==> src/rtl/rr_grant_arbiter.sv <==
// Round-robin arbiter with registered one-hot grant and encoded index; owner keeps the grant until done or request drop.
// Optional forced release after MAX_HOLD grant cycles when ARB_TIMEOUT_EN is defined.
module rr_grant_arbiter #(
   parameter int N        = 8,
   parameter int IDX_W    = 3,
   parameter int MAX_HOLD = 16
) (
   input  logic             clk,
   input  logic             rst_n,
   input  logic [N-1:0]     req,
   input  logic             done,
   output logic [N-1:0]     gnt,
   output logic [IDX_W-1:0] gnt_idx,
   output logic             gnt_valid,
   output logic             timeout
);

   typedef enum logic {IDLE, GRANT} state_t;

   generate
      if (N < 2 || N > 8 || (1 << IDX_W) < N || MAX_HOLD < 1) begin : g_bad_cfg
         $error("rr_grant_arbiter: illegal N/IDX_W/MAX_HOLD combination");
      end
   endgenerate

   state_t           state_q, state_d;
   logic [N-1:0]     gnt_q, gnt_d;
   logic [IDX_W-1:0] idx_q, idx_d;
   logic [IDX_W-1:0] ptr_q, ptr_d;
   logic             vld_q, vld_d;
   logic             tmo_q, tmo_d;
   logic             sel_found;
   logic [IDX_W-1:0] sel_idx;

`ifdef ARB_TIMEOUT_EN
   localparam int CNT_W = $clog2(MAX_HOLD + 1);
   logic [CNT_W-1:0] cnt_q, cnt_d;
`endif

   // Scan from the far end back toward ptr so the closest requester wins.
   always_comb begin
      sel_found = 1'b0;
      sel_idx   = '0;
      for (int k = N - 1; k >= 0; k--) begin
         if (req[(int'(ptr_q) + k) % N]) begin
            sel_found = 1'b1;
            sel_idx   = IDX_W'((int'(ptr_q) + k) % N);
         end
      end
   end

   always_comb begin
      state_d = state_q;
      gnt_d   = gnt_q;
      idx_d   = idx_q;
      ptr_d   = ptr_q;
      vld_d   = vld_q;
      tmo_d   = 1'b0;
`ifdef ARB_TIMEOUT_EN
      cnt_d   = cnt_q;
`endif
      case (state_q)
         IDLE: begin
            if (sel_found) begin
               gnt_d          = '0;
               gnt_d[sel_idx] = 1'b1;
               idx_d          = sel_idx;
               vld_d          = 1'b1;
               state_d        = GRANT;
`ifdef ARB_TIMEOUT_EN
               cnt_d          = '0;
`endif
            end
         end
         GRANT: begin
            if (done || !req[idx_q]) begin
               gnt_d   = '0;
               idx_d   = '0;
               vld_d   = 1'b0;
               ptr_d   = (idx_q == IDX_W'(N - 1)) ? '0 : idx_q + 1'b1;
               state_d = IDLE;
`ifdef ARB_TIMEOUT_EN
            end else if (cnt_q == CNT_W'(MAX_HOLD - 1)) begin
               // counter has seen MAX_HOLD-1 holding edges; this edge ends the MAX_HOLD-th grant cycle
               gnt_d   = '0;
               idx_d   = '0;
               vld_d   = 1'b0;
               ptr_d   = (idx_q == IDX_W'(N - 1)) ? '0 : idx_q + 1'b1;
               state_d = IDLE;
               tmo_d   = 1'b1;
            end else begin
               cnt_d   = cnt_q + 1'b1;
`endif
            end
         end
         default: state_d = IDLE;
      endcase
   end

   always_ff @(posedge clk or negedge rst_n) begin
      if (!rst_n) begin
         state_q <= IDLE;
         gnt_q   <= '0;
         idx_q   <= '0;
         ptr_q   <= '0;
         vld_q   <= 1'b0;
         tmo_q   <= 1'b0;
`ifdef ARB_TIMEOUT_EN
         cnt_q   <= '0;
`endif
      end else begin
         state_q <= state_d;
         gnt_q   <= gnt_d;
         idx_q   <= idx_d;
         ptr_q   <= ptr_d;
         vld_q   <= vld_d;
         tmo_q   <= tmo_d;
`ifdef ARB_TIMEOUT_EN
         cnt_q   <= cnt_d;
`endif
      end
   end

   assign gnt       = gnt_q;
   assign gnt_idx   = idx_q;
   assign gnt_valid = vld_q;
`ifdef ARB_TIMEOUT_EN
   assign timeout   = tmo_q;
`else
   assign timeout   = 1'b0;
`endif

endmodule

==> config.mk <==
export PLATFORM = sky130hd
export DESIGN_NAME = rr_grant_arbiter
export DESIGN_NICKNAME = d
export VERILOG_FILES = /design/src/rtl/rr_grant_arbiter.sv
export SDC_FILE = /design/constraint.sdc
export NUM_CORES = 1
export LEC_CHECK = 0
export BUFFER_PORTS_ARGS = -buffer_cell sky130_fd_sc_hd__buf_4
export CAP_MARGIN = 0
export CORE_MARGIN = 1
export CORE_UTILIZATION = 32
export CTS_CLUSTER_DIAMETER = 120
export DETAILED_ROUTE_END_ITERATION = 8
export HOLD_SLACK_MARGIN = 0.08
export PLACE_DENSITY_LB_ADDON = 0.15
export SYNTH_ARGS = -nofsm -noshare
export SYNTH_HDL_FRONTEND = slang
export SYNTH_SLANG_ARGS = --single-unit
==> constraint.sdc <==
create_clock -name clk -period 4.15 [get_ports clk]
set_input_delay 0.2075 -clock clk [delete_from_list [all_inputs] [get_ports clk]]
set_output_delay 0.2075 -clock clk [all_outputs]
set_load 0.01 [all_outputs]
==> results by group, run 1 <==
Placement
  – Placed Area: 1960 um^2
  – Placed Cells: 252
  – Count of buffers from port buffering: 22
  – Routability cong.: 0.897
  – HPWL Detailed: 3.34 mm
  – Post-Place Setup Slack: 1.09 ns

Floorplan
  – Initial Util: 34.2%
  – Core Region: 5240 um^2
  – Die H: 76.8 um
  – Die Area: 5900 um^2
  – IO Count: 24
  – FP Rows: 26
  – Die width: 76.8 um

Finish
  – Final Non-Filler Cells: 257
  – P&R area growth vs syn: 12.9%
  – Antenna diodes: 0
  – Fill cell count: 531
  – Share of layout cells above drive strength 1: 27.8%
  – Design Area, Final: 2020 um^2
  – Fin nets: 203

Drt
  – Initial DRC Count: 64
  – WL per Instance: 17.8 um
  – DRC violations left: 0
  – Number of routed nets with antenna violations: 0
  – DR vias/cell: 5.85
  – Via Count: 1504
  – Routed wire length: 4.58 mm
  – Initial DRT Pass Iterations: 4

Critical path
  – RR Endpoint: gnt[2]$_DFFE_PN0P_
  – Worst Setup Start Kind: flip-flop
  – WP data arrival: 3.24 ns
  – Crit path max-delay family: compound AO/OA/AOI/OAI gates
  – Worst path slowest cell: ha_1
  – Critical Path RT: 4.28 ns
  – R2r setup slk: 1.04 ns
  – CP Depth: 9
  – Worst path cell trace: inv_2 -> ha_1 -> mux2i_1 -> mux4_1 -> a32oi_1 -> a311oi_1 -> o32ai_2 -> nor2_2 -> a32o_1
  – Buffers & Inverters on Critical Path: 1
  – Crit path kind: flip-flop to flip-flop
  – Crit-path max cell delay: 0.74 ns
  – Endpoint type of the worst setup path: flip-flop
  – Cell count of the worst reg-to-reg path: 9
  – R2R Path Start: ptr_q[0]$_DFFE_PN0P_
  – Worst Path Max Fanout: 17

Global route
  – First-pass GRT wire length: 7.74 mm
  – Total GRT Usage: 16.6%
  – Initial antenna violation count: 0
  – GR Overflow Total: 0
  – Number of global-route vias before repair: 1515
  – Largest net degree at the start of global routing: 22

Synth
  – Register area share after synthesis: 22.4%
  – Number of synthesized flops with an enable pin: 0
  – Syn_nets: 189
  – Post-synth top cells: mux2i_1, nand2_1, dfrtp_1
  – Most numerous cell in the Yosys netlist: mux2i_1
  – YS warnings: 0
  – Largest cells by area after synthesis: dfrtp_1, mux4_2, mux2i_1
  – Cells after synthesis: 174
  – Post-Synthesis Cell Area: 1790 um^2
  – Area leader, netlist: dfrtp_1
  – Flops & latches, synth: 16
  – Avg Inst Size Synth: 10.3 um^2
  – Synth unique cells: 48
  – Synth top area share: 22.4%
  – Async SR Flop Fraction: 100%
  – Ys flop type: dfrtp_1

Pwr
  – Max VDD drop: 507 uV
  – P per Cell Area: 948 nW/um^2
  – P_leak: 0.000864 uW
  – Power, Total: 1920 uW

STA
  – Setup ws final: 1.04 ns
  – Setup TNS Final: 0 ns
  – Max Freq: 322 MHz
  – Crit share post-route: 74.9%
  – RSZ-0062 raised after global routing: false
  – Slew Limit Headroom: 50.5%
  – Fin crit period: 3.11 ns
  – Worst slew pin tran: 0.743 ns
  – Final Hold Viols: 0
  – Max-slew violation count: 0
  – Clk_skew: 0.00744 ns
  – Final setup fails: 0

Clock network
  – Post-cts resize count: 0
  – CTS tree: yes
  – Bufs on Longest Clock Path: 2
  – H-tree depth: 1
  – Clk_lat worst skew: 0.25 ns
  – Clk root buf: clkbuf_8
  – CTS sink count: 16
  – CTS Buf Count: 3
  – Post-CTS Setup Repair Bufs: 0
  – Clk slew on worst S/H paths: 0.07 ns

Status
  – Outcome: complete, no violations

Hold path
  – Hold Crit Class: input port to asynchronous set/reset pin

Job
  – # Max-Cap Violations: 0
-- placed cells by master, fill, tap and decap left out, types with 2 or more instances in the layout --
| master | instances |
|---|---|
| nand3_1 | 2 |
| buf_4 | 24 |
| nand2b_1 | 3 |
| clkbuf_8 | 4 |
| dfrtp_1 | 16 |
| inv_1 | 2 |
| a21o_1 | 2 |
| o21ai_0 | 6 |
| nor2b_1 | 3 |
| a21oi_1 | 7 |
| xnor2_1 | 3 |
| mux4_1 | 5 |
| mux4_2 | 10 |
| a22oi_1 | 3 |
| mux2i_1 | 22 |
| a32oi_1 | 2 |
| ha_1 | 4 |
| a32o_1 | 4 |
| a211o_1 | 2 |
| nor2_1 | 7 |
| mux2_2 | 7 |
| o31ai_1 | 5 |
| nand2_1 | 21 |
-- what timing repair did --
item | in CTS | in global routing
setup endpoints to repair | 0 | 0
hold buffers | 1 | 0
endpoints found under the hold margin | 16 | 0
-- worst reg2reg max path, delay by kind of cell, from the launching register on --
family | cells | cell delay [ns]
AO/OA/AOI/OAI | 4 | 0.96
adder cells (fa/ha/maj) | 1 | 0.74
multiplexers | 2 | 0.73
flip-flops | 1 | 0.35
AND/OR/NAND/NOR | 1 | 0.12
buffers and inverters | 1 | 0.10
-- sequential cells by signal, indices dropped and copies added (netlist names) --
| register | flops |
|---|---|
| ptr_q | 3 |
| gnt_idx | 3 |
| state_q | 1 |
| gnt_valid | 1 |
| gnt | 8 |
-- layer usage --
| metal | track usage [%] | routed length, um | up-vias |
|---|---|---|---|
| met5 | 0 | 0 | - |
| met2 | 27.1 | 2180 | 37 |
| met1 | 22.5 | 2200 | 760 |
| li1 | - | - | 701 |
| met4 | 3.85 | 45 | 0 |
| met3 | 3.10 | 155 | 6 |
-- power by group --
group          internal (uW)  switching (uW)
Sequential               222            69.2
Clock                   84.2            54.9
Combinational            668             818
Total                    974             943
-- how the worst max path moves through the flow --
| stage | startpoint | end | slack [ns] |
|---|---|---|---|
| after detailed placement | ptr_q[0]$_DFFE_PN0P_ | gnt[2]$_DFFE_PN0P_ | 1.09 |
| after floorplan | ptr_q[1]$_DFFE_PN0P_ | gnt[2]$_DFFE_PN0P_ | 1.19 |
| after global routing | ptr_q[0]$_DFFE_PN0P_ | gnt[3]$_DFFE_PN0P_ | 0.89 |
| after CTS | ptr_q[0]$_DFFE_PN0P_ | gnt[2]$_DFFE_PN0P_ | 1.07 |
| final | ptr_q[0]$_DFFE_PN0P_ | gnt[2]$_DFFE_PN0P_ | 1.04 |
| after global placement | ptr_q[0]$_DFFE_PN0P_ | gnt[6]$_DFFE_PN0P_ | 1.11 |
-- final cells by class --
cell class	count	area [um^2]	area share, %
Multi-Input combinational cell	139	1280	63.2
Sequential cell	16	400	19.8
Timing Repair Buffer	25	190	9.41
Tap cell	70	87.6	4.33
Clock buffer	4	55.1	2.72
Inverter	3	11.3	0.557
-- stage by stage --
stage	hold slack (ns)	util (%)
3_5_place_dp	0.0762	37.3
6_report	0.343	38.6
5_1_grt	0.365	38.6
4_1_cts	0.345	38.6
3_3_place_gp	0.0763	37.3
2_1_floorplan	-0.0881	-
-- kinds of logic (layout without fill, tap and decap cells) --
group,after synthesis,after routing,synth area share [%]
AO/OA/AOI/OAI,40,40,16.6
multiplexers,45,45,37.5
buffers and inverters,19,32,6.36
AND/OR/NAND/NOR,45,45,12.3
adder cells (fa/ha/maj),4,4,2.80
XOR/XNOR,4,4,1.96
other,1,1,0.209
flip-flops,16,16,22.4
Power figures use the tool's default switching activity.
==> inputs of run 2 (changes only) <==
- ABC_AREA: unset -> 1
- clock period: 4.15 -> 2.74 ns (I/O delays scaled with it)
==> run 2 against run 1 <==
Against the previous run: clock skew is 0.0064 ns lower; global-route usage is 0.37 points higher; setup slack worse by 0.77 ns; clock-buffer cell count stayed put; first-iteration DRC count is 16% higher; non-clock buffer count is 1 higher; wire length is 16% lower; sequential cell count stayed put; largest cell class unchanged.
==> results by group, run 2 <==
Floorplan
  – FP Rows: 24
  – Die width: 71.2 um
  – IO Count: 24
  – Die H: 71.2 um
  – Core Region: 4470 um^2
  – Initial Util: 34.2%
  – Die Area: 5070 um^2

Placement
  – Count of buffers from port buffering: 22
  – Routability cong.: 0.847
  – HPWL Detailed: 3.14 mm
  – Placed Cells: 284

Critical path
  – Endpoint type of the worst setup path: flip-flop
  – Crit path from: ptr_q[1]$_DFFE_PN0P_
  – Worst Path Max Fanout: 9
  – Worst path cell trace: inv_2 -> ha_1 -> inv_1 -> nand3_2 -> nand3_2 -> nand2_4 -> nor3_2 -> nand3_1 -> o21ai_4 -> nand2_4 -> clkinv_4 -> nand2_1 -> nand2_1
  – Buffers & Inverters on Critical Path: 3
  – CP Depth: 13
  – WP data arrival: 2.66 ns
  – R2R Path Start: ptr_q[1]$_DFFE_PN0P_
  – Crit-path max cell delay: 0.51 ns
  – Crit path kind: flip-flop to flip-flop
  – Crit path max-delay family: simple AND/OR/NAND/NOR gates
  – Capture point of the critical path: gnt[7]$_DFFE_PN0P_
  – R2r setup slk: 0.27 ns
  – Worst Setup Start Kind: flip-flop
  – RR Endpoint: gnt[7]$_DFFE_PN0P_
  – Worst path slowest cell: dfrtp_1
  – Cell count of the worst reg-to-reg path: 13
  – Critical Path RT: 2.93 ns

Clock network
  – Clk slew on worst S/H paths: 0.06 ns
  – Post-CTS Setup Repair Bufs: 0
  – CTS sink count: 16
  – Clk_lat worst skew: 0.25 ns
  – CTS tree: yes
  – H-tree depth: 1
  – CTS Buf Count: 3
  – Clk root buf: clkbuf_8
  – Bufs on Longest Clock Path: 2
  – Post-cts resize count: 0

STA
  – Fin crit period: 2.47 ns
  – Max-slew violation count: 0
  – Setup TNS Final: 0 ns
  – Max Freq: 405 MHz
  – RSZ-0062 raised after global routing: false
  – Final setup fails: 0
  – Crit share post-route: 90.2%
  – Final Hold Viols: 0
  – Clk_skew: 0.00107 ns

Synth
  – Synth unique cells: 31
  – Cells after synthesis: 213
  – Number of synthesized flops with an enable pin: 0
  – Largest cells by area after synthesis: dfrtp_1, nand2_1, nand3_1
  – Syn_nets: 228
  – YS warnings: 0
  – Post-synth top cells: nand2_1, nand3_1, inv_1
  – Ys flop type: dfrtp_1
  – Register area share after synthesis: 26.1%
  – Area leader, netlist: dfrtp_1
  – Most numerous cell in the Yosys netlist: nand2_1
  – Post-Synthesis Cell Area: 1530 um^2
  – Avg Inst Size Synth: 7.19 um^2
  – Flops & latches, synth: 16
  – Async SR Flop Fraction: 100%
  – Synth top area share: 26.1%

Drt
  – DRC violations left: 0
  – Number of routed nets with antenna violations: 0
  – Routed wire length: 3.86 mm
  – Via Count: 1431
  – WL per Instance: 13.3 um
  – DR vias/cell: 4.95
  – Initial DRC Count: 74
  – Initial DRT Pass Iterations: 4

Finish
  – Most common cell after layout, fill and taps aside: nand2_1
  – P&R area growth vs syn: 16.8%
  – Final Non-Filler Cells: 289
  – Fin nets: 253
  – Highest-count cells in the layout ignoring fill and taps: nand2_1, nand3_1, buf_4
  – Share of layout cells above drive strength 1: 31.2%
  – Max reg flops: 8
  – Antenna diodes: 0

Global route
  – First-pass GRT wire length: 6.80 mm
  – Largest net degree at the start of global routing: 17
  – Number of global-route vias before repair: 1452
  – GR Overflow Total: 0
  – Total GRT Usage: 17.0%
  – Initial antenna violation count: 0

Hold path
  – Hold Crit Class: input port to flip-flop

Status
  – Outcome: complete, no violations

Job
  – # Max-Cap Violations: 0
-- run 2: cell count changes after synthesis, moves of 4 or more --
cell and change:
nand3_1 +30, nand2_4 +6, a32o_1 -4, mux2_2 -7, nand2_1 +40, inv_1 +17, clkbuf_1 -5, mux4_1 -5
nand3_2 +15, o31ai_1 -4, mux2i_1 -22, mux4_2 -10, nand2_2 +10
-- run 2: routing by layer --
metal / global-route usage [%] / part of all wire [%] / wire length, um / vias up
met4: 5.33 / 1.3 / 49 / 0
met2: 27.0 / 45 / 1730 / 26
met3: 1.42 / 3.4 / 130 / 4
met5: 0 / 0 / 0 / -
li1: - / - / - / 746
met1: 24.3 / 50 / 1950 / 655
-- run 2: cell families after synthesis --
| kind of cell | count (synthesis) | synth area share, % |
|---|---|---|
| compound gates | 24 | 10.7 |
| xor+xnor | 1 | 0.572 |
| fa+ha+maj | 4 | 3.27 |
| buf+inv | 31 | 10.5 |
| flops | 16 | 26.1 |
| other cells | 1 | 0.245 |
| simple gates | 136 | 48.5 |
-- run 2: worst min path at each step --
stage / from / endpoint / cells past startpoint
after detailed placement: rst_n / ptr_q[0]$_DFFE_PN0P_ / 1
after global routing: done / state_q$_DFF_PN0_ / 3
after global placement: rst_n / ptr_q[0]$_DFFE_PN0P_ / 1
after floorplan: rst_n / gnt[0]$_DFFE_PN0P_ / 0
after CTS: done / state_q$_DFF_PN0_ / 3
final: done / state_q$_DFF_PN0_ / 3
-- run 2: repair_timing --
action / 4_1_cts / 5_1_grt
endpoints found under the hold margin: 16 / 0
hold buffers: 1 / 0
setup endpoints to repair: 0 / 0
-- run 2: layout make-up --
type | count | area, um^2
Clock buffer | 4 | 55.1
Fill cell | 465 | 2690
Inverter | 25 | 101
Multi-Input combinational cell | 166 | 970
Sequential cell | 16 | 400
Tap cell | 52 | 65.1
Timing Repair Buffer | 26 | 198
-- run 2: worst reg2reg max path, cell delays in order (launching register included) --
cell and delay, ns:
dfrtp_1 0.51, inv_2 0.16, ha_1 0.36, inv_1 0.20, nand3_2 0.14, nand3_2 0.11, nand2_4 0.08, nor3_2 0.18
nand3_1 0.15, o21ai_4 0.24, nand2_4 0.10, clkinv_4 0.09, nand2_1 0.05, nand2_1 0.06
-- run 2: stage by stage --
step / instance area (um^2) / util [%] / hold slack [ns] / setup WS [ns]
2_1_floorplan: 1530 / - / -0.159 / 0.440
3_3_place_gp: 1720 / 38.5 / 0.00985 / 0.309
3_5_place_dp: 1720 / 38.5 / 0.0158 / 0.288
4_1_cts: 1790 / 40.0 / 0.180 / 0.279
5_1_grt: 1790 / 40.0 / 0.194 / 0.0384
6_report: 1790 / 40.0 / 0.199 / 0.270
Power of run 2 is left out: the tool's default activity adds up to more than one toggle a clock period on the data nets, which glitch-free logic cannot reach.
==> inputs of run 3 (changes only) <==
- CORE_UTILIZATION: 32 -> 51
- CTS_BUF_LIST: unset -> sky130_fd_sc_hd__clkbuf_16
==> run 3 against run 2 <==
Against the previous run: via count is 3.9% higher; cell area is 0.28% lower; clock-buffer cell count shrank 1; setup slack gained 0.080 ns; global-route usage rose by 7.8 points; clock skew about the same; critical endpoint is now gnt[6]$_DFFE_PN0P_; largest cell class unchanged.
==> results by group, run 3 (synthesis gave the netlist of run 2 again) <==
STA
  – Setup TNS Final: 0 ns
  – Max-slew violation count: 0
  – Final setup fails: 0
  – RSZ-0062 raised after global routing: false
  – Final Hold Viols: 0
  – Fin crit period: 2.39 ns
  – Clk_skew: 0.00116 ns
  – Max Freq: 418 MHz
  – Crit share post-route: 87.3%

Placement
  – HPWL Detailed: 2.90 mm
  – Routability cong.: 0.997
  – Count of buffers from port buffering: 22

Critical path
  – R2R Path Start: ptr_q[1]$_DFFE_PN0P_
  – Crit path kind: flip-flop to flip-flop
  – Critical Path RT: 2.92 ns
  – R2r setup slk: 0.35 ns
  – WP data arrival: 2.57 ns
  – Cell count of the worst reg-to-reg path: 13
  – RR Endpoint: gnt[6]$_DFFE_PN0P_
  – Crit path from: ptr_q[1]$_DFFE_PN0P_
  – Worst Setup Start Kind: flip-flop
  – Capture point of the critical path: gnt[6]$_DFFE_PN0P_
  – Worst Path Max Fanout: 8
  – Endpoint type of the worst setup path: flip-flop

Global route
  – Largest net degree at the start of global routing: 17
  – GR Overflow Total: 0
  – Initial antenna violation count: 0
  – Number of global-route vias before repair: 1411
  – Total GRT Usage: 24.7%
  – First-pass GRT wire length: 6.34 mm

Finish
  – Fin nets: 253
  – Max reg flops: 8
  – Highest-count cells in the layout ignoring fill and taps: nand2_1, nand3_1, buf_4
  – Share of layout cells above drive strength 1: 31.4%
  – Antenna diodes: 0
  – Post-Route Utilization: 63.6%
  – Most common cell after layout, fill and taps aside: nand2_1
  – Fill cell count: 256
  – P&R area growth vs syn: 16.5%

Clock network
  – Clk root buf: clkbuf_16
  – CTS tree: yes
  – CTS Buf Count: 3
  – Clk slew on worst S/H paths: 0.05 ns
  – Post-CTS Setup Repair Bufs: 0
  – H-tree depth: 1
  – CTS sink count: 16
  – Bufs on Longest Clock Path: 2
  – Clk_lat worst skew: 0.24 ns

Drt
  – Number of routed nets with antenna violations: 0
  – Initial DRT Pass Iterations: 4
  – Routed wire length: 3.63 mm
  – Initial DRC Count: 85
  – DR vias/cell: 5.57
  – Via Count: 1487
  – DRC violations left: 0
  – WL per Instance: 13.6 um

Hold path
  – Hold Crit Class: input port to flip-flop

Floorplan
  – IO Count: 24
  – Core Region: 2810 um^2
  – Die width: 56.8 um
  – Initial Util: 54.6%
  – FP Rows: 19
  – Die H: 56.8 um
  – Die Area: 3230 um^2

Job
  – # Max-Cap Violations: 0

Status
  – Outcome: complete, no violations
==> run 3: changes by cell type in the layout (fill, tap and decap cells not counted), sizes merged <==
| cell | delta |
|---|---|
| clkbuf | -1 |
==> run 3: per-layer routing <==
layer	up-vias	share of wire, %	GRT usage [%]
li1	744	-	-
met1	702	46	34.5
met2	35	50	41.2
met3	6	3.6	0.922
met4	0	0.96	8.36
met5	-	0	0
==> run 3: worst min-delay path by stage <==
stage / startpoint / endpoint / cells after the start
6_report: done / state_q$_DFF_PN0_ / 3
5_1_grt: done / state_q$_DFF_PN0_ / 3
4_1_cts: done / state_q$_DFF_PN0_ / 3
3_5_place_dp: rst_n / gnt[3]$_DFFE_PN0P_ / 1
3_3_place_gp: rst_n / gnt[3]$_DFFE_PN0P_ / 1
2_1_floorplan: rst_n / gnt[0]$_DFFE_PN0P_ / 0
==> run 3: worst max-delay path: stages, from the launching register on <==
cell and delay, ns:
dfrtp_2 0.45, inv_2 0.05, ha_1 0.40, inv_1 0.24, nand3_1 0.13, nand3_1 0.11, nand2_1 0.13, nor2_2 0.13
nand3_1 0.08, nand2_1 0.07, nand3_1 0.12, a21oi_2 0.24, nand3_1 0.10, nand2_1 0.06
==> run 3: what timing repair did <==
item                       4_1_cts  5_1_grt
hold endpoints to repair        16        0
hold buffers                     1        0
setup endpoints to repair        0        4
resized for setup                0        1
==> run 3: cell type report <==
cell class                 instances  area, um^2  share of cell area, %
clock buffer                       3        75.1                   4.21
inverter                          25         101                   5.68
sequential                        16         402                   22.5
tap                               31        38.8                   2.17
timing repair buffer              26         198                   11.1
multi-input combinational        166         970                   54.3
==> run 3: through the flow <==
| step | area (um^2) | hold WS (ns) | cells | setup WS, ns |
|---|---|---|---|---|
| detailed placement | 1700 | 0.00406 | 263 | 0.318 |
| global route | 1780 | 0.226 | 267 | 0.0747 |
| global placement | 1700 | 0.00333 | 263 | 0.352 |
| finish | 1780 | 0.241 | 267 | 0.349 |
| CTS | 1780 | 0.221 | 267 | 0.314 |
| floorplan | 1530 | -0.159 | 213 | 0.440 |
Power of run 3 is left out for the same reason.
